--- src/rtl/uart_rx_byte_if.sv ---
// Received-byte bundle from the UART receiver to the FIFO stage.
// master drives the byte and status pulses, slave observes them.
interface uart_rx_byte_if;
    logic [7:0] rx_data;
    logic       rx_done;
    logic       rx_frame_err;
    logic       rx_parity_err;

    modport master (
        output rx_data,
        output rx_done,
        output rx_frame_err,
        output rx_parity_err
    );

    modport slave (
        input rx_data,
        input rx_done,
        input rx_frame_err,
        input rx_parity_err
    );
endinterface

--- src/rtl/uart_rx_byte.sv ---
// UART receiver: 8N1 / 8O1 / 8E1, mid-bit sampling, glitch rejection,
// frame and parity error pulses, one byte per rx_done pulse.
module uart_rx_byte #(
    parameter int CLK_FREQ  = 50_000_000,
    parameter int BAUD_RATE = 115200,
    parameter int PARITY    = 0
) (
    input  logic            Clk,
    input  logic            Rst_n,
    input  logic            uart_rxd,
    uart_rx_byte_if.master  rx
);

    localparam int BIT_CNT = CLK_FREQ / BAUD_RATE;
    localparam int CW      = $clog2(BIT_CNT);

    localparam logic [CW-1:0] HALF = CW'(BIT_CNT / 2);
    localparam logic [CW-1:0] LAST = CW'(BIT_CNT - 1);

    typedef enum logic [2:0] {
        IDLE,
        START,
        DATA,
        PAR,
        STOP,
        BRK
    } state_t;

    state_t        state;
    logic          rxd_m;
    logic          rxd_s;
    logic          rxd_d;
    logic [1:0]    settle;
    logic          armed;
    logic [CW-1:0] cnt;
    logic [CW-1:0] cnt_nxt;
    logic [2:0]    idx;
    logic [7:0]    shreg;
    logic          par_bad;
    logic [7:0]    data_q;
    logic          done_q;
    logic          ferr_q;
    logic          perr_q;
    logic          fall;
    logic          tick;

    // A line that is low when reset releases must first go high before a
    // falling edge counts, so edges are ignored until the synchroniser has
    // flushed its reset value and seen a real high level.
    always_ff @(posedge Clk or negedge Rst_n) begin
        if (!Rst_n) begin
            rxd_m  <= 1'b1;
            rxd_s  <= 1'b1;
            rxd_d  <= 1'b1;
            settle <= 2'd0;
            armed  <= 1'b0;
        end else begin
            rxd_m <= uart_rxd;
            rxd_s <= rxd_m;
            rxd_d <= rxd_s;
            if (settle != 2'd3)
                settle <= settle + 2'd1;
            if (settle == 2'd3 && rxd_s)
                armed <= 1'b1;
        end
    end

    assign fall    = armed & rxd_d & ~rxd_s;
    assign tick    = (cnt == HALF);
    assign cnt_nxt = (cnt == LAST) ? '0 : cnt + 1'b1;

    // Frame FSM with bit-period counter, shift register and registered pulses.
    always_ff @(posedge Clk or negedge Rst_n) begin
        if (!Rst_n) begin
            state   <= IDLE;
            cnt     <= '0;
            idx     <= 3'd0;
            shreg   <= 8'h00;
            par_bad <= 1'b0;
            data_q  <= 8'h00;
            done_q  <= 1'b0;
            ferr_q  <= 1'b0;
            perr_q  <= 1'b0;
        end else begin
            done_q <= 1'b0;
            ferr_q <= 1'b0;
            perr_q <= 1'b0;
            unique case (state)
                IDLE: begin
                    cnt <= '0;
                    if (fall) begin
                        state   <= START;
                        par_bad <= 1'b0;
                    end
                end
                START: begin
                    cnt <= cnt_nxt;
                    if (tick) begin
                        if (rxd_s) begin
                            state <= IDLE;
                        end else begin
                            state <= DATA;
                            idx   <= 3'd0;
                        end
                    end
                end
                DATA: begin
                    cnt <= cnt_nxt;
                    if (tick) begin
                        shreg <= {rxd_s, shreg[7:1]};
                        idx   <= idx + 3'd1;
                        if (idx == 3'd7)
                            state <= (PARITY != 0) ? PAR : STOP;
                    end
                end
                PAR: begin
                    cnt <= cnt_nxt;
                    if (tick) begin
                        par_bad <= (^shreg) ^ rxd_s ^ (PARITY == 1);
                        state   <= STOP;
                    end
                end
                STOP: begin
                    cnt <= cnt_nxt;
                    if (tick) begin
                        if (rxd_s) begin
                            state <= IDLE;
                            if (par_bad) begin
                                perr_q <= 1'b1;
                            end else begin
                                done_q <= 1'b1;
                                data_q <= shreg;
                            end
                        end else begin
                            state  <= BRK;
                            ferr_q <= 1'b1;
                        end
                    end
                end
                BRK: begin
                    cnt <= '0;
                    if (rxd_s)
                        state <= IDLE;
                end
                default: begin
                    state <= IDLE;
                    cnt   <= '0;
                end
            endcase
        end
    end

    assign rx.rx_data       = data_q;
    assign rx.rx_done       = done_q;
    assign rx.rx_frame_err  = ferr_q;
    assign rx.rx_parity_err = perr_q;

endmodule

--- src/flat_wrapper.sv ---
// flat-port wrapper written by rule: the top's interface ports become plain ports
module uart_rx_byte_flat 
#(
    parameter int CLK_FREQ  = 50_000_000,
    parameter int BAUD_RATE = 115200,
    parameter int PARITY    = 0
)
  (Clk, Rst_n, uart_rxd, rx_rx_data, rx_rx_done, rx_rx_frame_err, rx_rx_parity_err);
  uart_rx_byte_if rx_i ();
  input  logic Clk;
  input  logic Rst_n;
  input  logic uart_rxd;
  output wire logic [$bits(rx_i.rx_data)-1:0] rx_rx_data;
  output wire logic [$bits(rx_i.rx_done)-1:0] rx_rx_done;
  output wire logic [$bits(rx_i.rx_frame_err)-1:0] rx_rx_frame_err;
  output wire logic [$bits(rx_i.rx_parity_err)-1:0] rx_rx_parity_err;
  assign rx_rx_data = rx_i.rx_data;
  assign rx_rx_done = rx_i.rx_done;
  assign rx_rx_frame_err = rx_i.rx_frame_err;
  assign rx_rx_parity_err = rx_i.rx_parity_err;
  uart_rx_byte #(.CLK_FREQ(CLK_FREQ), .BAUD_RATE(BAUD_RATE), .PARITY(PARITY)) u_core (.Clk(Clk), .Rst_n(Rst_n), .uart_rxd(uart_rxd), .rx(rx_i));
endmodule
--- config.mk ---
export PLATFORM = sky130hd
export DESIGN_NAME = uart_rx_byte_flat
export DESIGN_NICKNAME = d
export VERILOG_FILES = /design/src/rtl/uart_rx_byte_if.sv /design/src/rtl/uart_rx_byte.sv /design/src/flat_wrapper.sv
export SDC_FILE = /design/constraint.sdc
export NUM_CORES = 1
export LEC_CHECK = 0
export CAP_MARGIN = 20
export CORE_ASPECT_RATIO = 0.8
export CORE_MARGIN = 4
export CORE_UTILIZATION = 45
export CTS_BUF_LIST = sky130_fd_sc_hd__clkbuf_8
export DETAILED_ROUTE_END_ITERATION = 10
export HOLD_SLACK_MARGIN = 0.12
export PLACE_DENSITY_LB_ADDON = 0.05
export SLEW_MARGIN = 40
export SYNTH_ARGS = -nofsm -noshare
export SYNTH_HDL_FRONTEND = slang
export SYNTH_SLANG_ARGS = --single-unit
--- constraint.sdc ---
create_clock -name Clk -period 1.95 [get_ports Clk]
set_clock_uncertainty 0.15 [all_clocks]
set_input_delay 0.195 -clock Clk [delete_from_list [all_inputs] [get_ports Clk]]
set_output_delay 0.195 -clock Clk [all_outputs]
set_load 0.02 [all_outputs]
* After elaboration in Yosys (flattened, before gate mapping)
Cells that the tools add are included.
Word-level totals: register bits 41, output and inout port bits 11, word-level logic and storage cells 81
Cells by class: $add $sub $neg 3, eq/ne operators 18, multiplexer cells 30, bitwise logic cells 5, reductions and logical operators 11
Operators with widths (count):
- 2-to-1 mux 3 bit | 11
- 2-to-1 mux 9 bit | 2
- case mux 3 bit (6 select lines) | 1
- != test 2 x 1 -> 1 bit (second input constant) | 7
- 2-to-1 mux 1 bit | 13
- adder 9 x 1 -> 9 bit (second input constant) | 1
- equality test 3 bit (second input constant) | 3
- equality test 9 x 8 -> 1 bit (second input constant) | 1
- equality test 9 bit (second input constant) | 1
- AND reduction 4 bit | 2
- parity 8 bit | 1
- AND reduction 7 bit | 1
- equality test 3 x 2 -> 1 bit (second input constant) | 2
- case mux 3 bit (2 select lines) | 1
- != test 2 bit (second input constant) | 2
- nonzero test 2 bit | 2
- OR reduction 4 bit | 1
- adder 3 x 1 -> 3 bit (second input constant) | 1
- equality test 3 x 1 -> 1 bit (second input constant) | 1
- logical NOT 3 bit | 1
- AND reduction 3 bit | 1
- adder 2 x 1 -> 2 bit (second input constant) | 1
- bitwise AND 1 bit | 2
- equality test 2 bit (second input constant) | 1
- other kinds (6) | 7

* Depth between registers and ports, before layout
Gate-level depths: netlist of run 1.
depth after elaboration 4, gate-level depth with buffers 7, gate-level depth less buffers 6

* Worst setup path before layout of run 1
OpenSTA, ideal clock, no wires.
kind flip-flop to flip-flop, from register u_core.cnt[1], to register u_core.data_q[0] (netlist: u_core.rx.rx_data[0]), data arrival time 1588 ps, path slack 87 ps, stages on the path, launching flop included 8, path buffers 1, path through dfrtp_1 inv_1 ha_1 and4b_4 nand4_4 nor3b_2 buf_6 mux2_4
On the way: word-level cells in the longest chain between the ends 2
RTL lines:
- start: declaration | RTL line uart_rx_byte.sv:35 | logic [CW-1:0] cnt;
- start signal: assignment | RTL line uart_rx_byte.sv:97 | cnt <= cnt_nxt;
- start signal: assignment | RTL line uart_rx_byte.sv:108 | cnt <= cnt_nxt;
- start signal: assignment | RTL line uart_rx_byte.sv:117 | cnt <= cnt_nxt;
- equality test 9 x 8 -> 1 bit | RTL line uart_rx_byte.sv:69 | assign tick = (cnt == HALF);
- AND reduction 4 bit (no line)
- end signal: assignment | RTL line uart_rx_byte.sv:132 | data_q <= shreg;
- end: declaration | RTL line uart_rx_byte.sv:40 | logic [7:0] data_q;
Every way passes these cells. A chain may end at the register's enable or synchronous reset.

* Worst setup path in the final report of run 1
from register u_core.cnt[1], to register u_core.data_q[7] (netlist: u_core.rx.rx_data[7])
The elaborated chain is that of the path after synthesis.

==> impl_metrics.env, run 1 <==
export IMPL_status="complete, but fails checks"
export IMPL_violations="negative setup slack"
export IMPL_critPathMaxFanout=5
export IMPL_rsz0062_at_grt="true"
export IMPL_power_density_nw_per_um2=806.9
export IMPL_maxCapViolCount=0
export IMPL_rr_startpoint="u_core.cnt[1]"
export IMPL_syn_avg_cell_area_um2=13.56
export IMPL_grt_pass1_wl_um=5547
export IMPL_start_util_pct=48.70
export IMPL_cts_buffers=5
export IMPL_post_route_util_pct=58.39
export IMPL_synth_cell_type_count=37
export IMPL_drtIter0Drc=40
export IMPL_synth_edf_count=0
export IMPL_antenna_left=0
export IMPL_fin_nets=182
export IMPL_cts_buffer_depth=2
export IMPL_fin_tns_setup_ns=-0.01082
export IMPL_drc=0
export IMPL_synth_seq_cells=41
export IMPL_worstMarginPinSlew_ns=0.5094
export IMPL_async_flop_share_pct=100.0
export IMPL_h_tree_depth=2
export IMPL_p_leak_nw=1.079
export IMPL_reg2reg_depth=7
export IMPL_hold_slack_ns=0.1605
export IMPL_dp_hpwl_um=2297
export IMPL_cp_data_arrival_time_ns=1.98
export IMPL_grt_pass1_vias=1144
export IMPL_clk_pin_slew_ns=0.07
export IMPL_layout_drive_gt1_share_pct=32.76
export IMPL_setup_viol=4
export IMPL_whs_endpoint="u_core.rxd_m"
export IMPL_setup_slack_ns=-0.004962
export IMPL_core_rowCount=20
export IMPL_crit_type="reg2reg"
export IMPL_ios=14
export IMPL_critPathCaptureType="flip-flop"
export IMPL_clock_sinks=41
export IMPL_ys_seq_area_share_pct=53.48
export IMPL_synth_most_common_cell="dfrtp_1"
export IMPL_ys_warnings_count=0
export IMPL_final_area_um2=2308
export IMPL_viasPerCell=5.039
export IMPL_min_path_type="in2reg"
export IMPL_report_final_hold_viol_count=0
export IMPL_portBuffers=13
export IMPL_vias=1154
export IMPL_syn_inst=142
export IMPL_drt_wl_total_um=3397
export IMPL_netlist_top_cell_by_area="dfrtp_1"
export IMPL_drt_pre_antenna_iters=5
export IMPL_synthTopCellsByArea="dfrtp_1 49%, mux2_4 6.2%, mux2_2 5.8%"
export IMPL_reg2reg_slack_ns=-0.005
export IMPL_synth_main_ff_cell="dfrtp_1"
export IMPL_die_area_um2=5396
export IMPL_dieHeight_um=66.51
export IMPL_syn_area_um2=1926
export IMPL_fp_dieW_um=81.14
export IMPL_grt_use_total_pct=13.98
export IMPL_clk_latency_ns=0.28
export IMPL_fmax_ghz=0.5115
export IMPL_syn2layout_area_growth_pct=19.88
export IMPL_maxSlewViolCount=0
export IMPL_grt_antenna_before_repair=0
export IMPL_fin_crit_sh_pct=100.3
export IMPL_start_kind="flip-flop"
export IMPL_fp_coreArea_um2=3954
export IMPL_placed_area_um2=2163
export IMPL_period_needed_ns=1.955
export IMPL_grt_overflow_total=0
export IMPL_worstHoldStart="uart_rxd"
export IMPL_clockRootBuffer="clkbuf_8"
export IMPL_min_path_cells=1
export IMPL_r2r_end="u_core.rx.rx_data[7]"
export IMPL_place_congestion=0.7989
export IMPL_ys_top_cells_by_count="38 x dfrtp_1, 10 x mux2_2, 10 x nor2_1"
export IMPL_insertedDiodeCount=0
export IMPL_netlist_area_leader_share_pct=49.38
export IMPL_crit_required_ns=1.97
export IMPL_ir_drop_mv=0.4475
export IMPL_cts_tree="built"
export IMPL_synthesis_nets=150
export IMPL_maxSlewHeadroom_pct=66.04
export IMPL_grt_max_degree=42
export IMPL_drt_wirelength_per_cell_um=14.83
export IMPL_power_mw=1.863
cell usage in the layout (no fill, tap or decap), types with 2 or more instances in the layout:
master,instances
nor4b_1,2
a21o_1,2
and4bb_2,2
nor2_1,10
xor2_1,7
xnor2_1,8
a22o_1,3
nand4_1,3
dfstp_2,3
clkdlybuf4s50_1,12
nand2_1,4
o21ai_0,3
clkbuf_8,6
mux2_2,10
nand3_1,3
and2_4,2
nor3_1,3
ha_1,5
mux2_4,8
a32o_1,3
buf_4,15
dfrtp_1,38
buf_6,2
inv_1,4
state kept, by name (all words and copies together), names as in the netlist:
signal                   count
u_core.armed                 1
u_core.cnt                   9
u_core.idx                   3
u_core.par_bad               1
u_core.rx.rx_data            8
u_core.rx.rx_done            1
u_core.rx.rx_frame_err       1
u_core.rx.rx_parity_err      1
u_core.rxd_d                 1
u_core.rxd_m                 1
u_core.rxd_s                 1
u_core.settle                2
u_core.shreg                 8
u_core.state                 3
where the power goes:
group | internal [mW] | switching (mW)
combinational | 0.172 | 0.172
sequential | 0.919 | 0.0589
clock | 0.275 | 0.266
total | 1.37 | 0.497
worst max-delay path by stage:
stage	from	endpoint	slack, ns
final	u_core.cnt[1]	u_core.rx.rx_data[7]	-0.005
after global routing	u_core.cnt[1]	u_core.rx.rx_data[3]	-0.1
after CTS	u_core.cnt[1]	u_core.rx.rx_data[7]	0.02
after detailed placement	u_core.cnt[1]	u_core.rx.rx_data[1]	0.01
after global placement	u_core.cnt[1]	u_core.rx.rx_data[3]	0.05
after floorplan	u_core.cnt[1]	u_core.rx.rx_data[0]	0.09
layout make-up:
type,instances,area (um^2)
multi-input cells,92,842.1
flip-flops and latches,41,1030
repair buffers,31,270.3
clock buffers,6,82.58
clock inverters,1,3.754
well taps,55,68.82
inverters,3,11.26
fillers,336,1645
timing repair:
item	4_1_cts	5_1_grt
endpoints found under the setup margin	4	8
setup buffers	0	3
hold endpoints to repair	38	0
gates cloned	0	1
resized for setup	1	7
hold buffers	1	0
pin swaps	0	1
critical path: stages (launching register included):
cell     delay (ns)
dfrtp_1        0.38
inv_1          0.06
ha_1           0.13
and4b_4        0.26
nand4_4        0.12
nor3b_4        0.27
buf_6          0.18
mux2_4         0.30
metrics by stage:
step           std cells  setup slack, ns
2_1_floorplan        142          0.08662
3_3_place_gp         217          0.05408
3_5_place_dp         217          0.01162
4_1_cts              225          0.01528
5_1_grt              229         -0.09630
6_report             229        -0.004962
cells by family after synthesis:
logic type	count (synthesis)	share of synthesized area, %
buf+inv	9	3.378
xor+xnor	16	7.992
compound gates	13	5.393
mux	18	12.09
flops	41	53.48
fa+ha+maj	5	3.249
simple gates	40	14.43
layer usage:
metal  vias up  track usage, %  routed length (um)
li1        568               -                   -
met1       558           20.03                1687
met2        22           19.06                1468
met3         6           4.054                 171
met4         0           6.962                  70
met5         -               0                   0
(Power assumes the default switching activity.)
==> run 2: changes to the inputs <==
CAP_MARGIN = unset   (was 20)
==> results of run 2 <==
Final layout, timing and power as in run 1 (identical DEF).
==> run 3: changes to the inputs <==
GPL_TIMING_DRIVEN = 0   (was unset)
==> run 3 against run 2 <==
Net effect:
- the flow now finishes without violations
- non-clock buffer count decreased by 5
- via count fell by 0.43%
- wire length is 4.8% lower
- critical path depth is the same
- first-iteration DRC count increased by 23%
- cell count fell by 1.7%
- critical endpoint is now u_core.rx.rx_data[4]
- largest cell class unchanged
==> impl_metrics.env, run 3 (synthesis results as in run 1) <==
export IMPL_clockRootBuffer="clkbuf_8"
export IMPL_final_cells=225
export IMPL_vias=1149
export IMPL_drt_pre_antenna_iters=4
export IMPL_grt_overflow_total=0
export IMPL_clock_sinks=41
export IMPL_drt_wl_total_um=3235
export IMPL_dp_hpwl_um=2150
export IMPL_fin_crit_sh_pct=98.81
export IMPL_reg2reg_slack_ns=0.02
export IMPL_dp_cells=210
export IMPL_crit_start="u_core.cnt[1]"
export IMPL_regMostFlops="u_core.cnt"
export IMPL_drt_wirelength_per_cell_um=14.38
export IMPL_grt_pass1_wl_um=5609
export IMPL_crit_type="reg2reg"
export IMPL_rsz0062_at_grt="true"
export IMPL_critPathMaxFanout=5
export IMPL_drc=0
export IMPL_largest_register_ffs=9
export IMPL_power_density_nw_per_um2=813.0
export IMPL_viasPerCell=5.107
export IMPL_dieHeight_um=66.51
export IMPL_clk_latency_ns=0.29
export IMPL_cp_data_arrival_time_ns=1.95
export IMPL_die_area_um2=5396
export IMPL_portBuffers=13
export IMPL_setup_viol=0
export IMPL_start_util_pct=48.70
export IMPL_syn2layout_area_growth_pct=18.97
export IMPL_grt_max_degree=42
export IMPL_insertedDiodeCount=0
export IMPL_fp_coreArea_um2=3954
export IMPL_post_route_util_pct=57.94
export IMPL_hold_slack_ns=0.1661
export IMPL_fmax_ghz=0.5190
export IMPL_cts_tree="built"
export IMPL_grt_use_total_pct=13.86
export IMPL_core_rowCount=20
export IMPL_layout_drive_gt1_share_pct=31.18
export IMPL_mostFrequentLayoutCells="38 x dfrtp_1, 12 x clkdlybuf4s50_1, 10 x nor2_1, 10 x mux2_2"
export IMPL_reg2reg_depth=7
export IMPL_maxSlewHeadroom_pct=65.38
export IMPL_setup_slack_ns=0.02314
export IMPL_fin_nets=177
export IMPL_report_final_hold_viol_count=0
export IMPL_r2r_end="u_core.rx.rx_data[4]"
export IMPL_h_tree_depth=2
export IMPL_clk_pin_slew_ns=0.08
export IMPL_rr_startpoint="u_core.cnt[1]"
export IMPL_drtIter0Drc=49
export IMPL_antenna_left=0
export IMPL_cts_buffer_depth=2
export IMPL_ir_drop_mv=0.4660
export IMPL_power_mw=1.863
export IMPL_ios=14
export IMPL_grt_pass1_vias=1163
export IMPL_critPathCaptureType="flip-flop"
export IMPL_cts_buffers=5
export IMPL_maxSlewViolCount=0
export IMPL_crit_end="u_core.rx.rx_data[4]"
export IMPL_min_path_type="in2reg"
export IMPL_start_kind="flip-flop"
export IMPL_worstMarginPinSlew_ns=0.5193
export IMPL_place_congestion=0.8635
export IMPL_crit_required_ns=1.98
export IMPL_p_leak_nw=1.061
export IMPL_fp_dieW_um=81.14
export IMPL_final_common_cell="dfrtp_1"
export IMPL_grt_antenna_before_repair=0
export IMPL_pre_cts_ws_ns=-0.06217
export IMPL_status="finished clean"
export IMPL_maxCapViolCount=0
export IMPL_period_needed_ns=1.927
==> run 3: timing repair <==
item	4_1_cts	5_1_grt
pin swaps	2	1
hold buffers	1	0
resized for setup	2	2
endpoints found under the hold margin	41	0
gates cloned	1	0
endpoints found under the setup margin	11	9
buffers inserted	4	1
==> run 3: final cells by class <==
| type | count | area [um^2] |
|---|---|---|
| sequential | 41 | 1030 |
| buffer | 6 | 53.80 |
| clock inverter | 1 | 5.005 |
| inverter | 3 | 11.26 |
| multi-input combinational | 92 | 839.6 |
| fill | 343 | 1663 |
| tap | 55 | 68.82 |
| timing repair buffer | 20 | 186.4 |
| clock buffer | 7 | 96.34 |
==> run 3: critical path, cell delays in order (launching register included) <==
cell     delay, ns
dfrtp_1       0.38
inv_1         0.06
ha_1          0.14
and4b_4       0.27
nand4_4       0.10
nor3b_4       0.25
buf_6         0.18
mux2_4        0.30
==> run 3: worst min path at each step <==
stage / from / end / depth (start not counted)
2_1_floorplan: Rst_n / u_core.armed / 0
3_3_place_gp: u_core.rxd_m / u_core.rxd_s / 0
3_5_place_dp: Rst_n / u_core.settle[0] / 1
4_1_cts: uart_rxd / u_core.rxd_m / 1
5_1_grt: uart_rxd / u_core.rxd_m / 1
6_report: uart_rxd / u_core.rxd_m / 1
==> run 3: report_power, final <==
group	total, mW	leakage [nW]	switching, mW	internal [mW]
registers	0.986	0.534	0.0666	0.919
logic	0.278	0.472	0.147	0.131
clock network	0.598	0.0542	0.279	0.320
total	1.86	1.06	0.493	1.37
==> run 3: stage by stage <==
stage	cell area, um^2	setup TNS, ns
floorplan	1926	0
detailed placement	2122	-0.4455
global route	2291	-0.4095
finish	2291	0
global placement	2125	-17.91
CTS	2277	-0.005072
==> run 3: per-layer routing <==
metal / global-route usage (%) / part of all wire (%) / vias to the layer above
met3: 4.054 / 3.2 / 7
met1: 19.06 / 53 / 568
li1: - / - / 559
met4: 5.063 / 1.3 / 0
met5: 0 / 0 / -
met2: 20.70 / 43 / 15
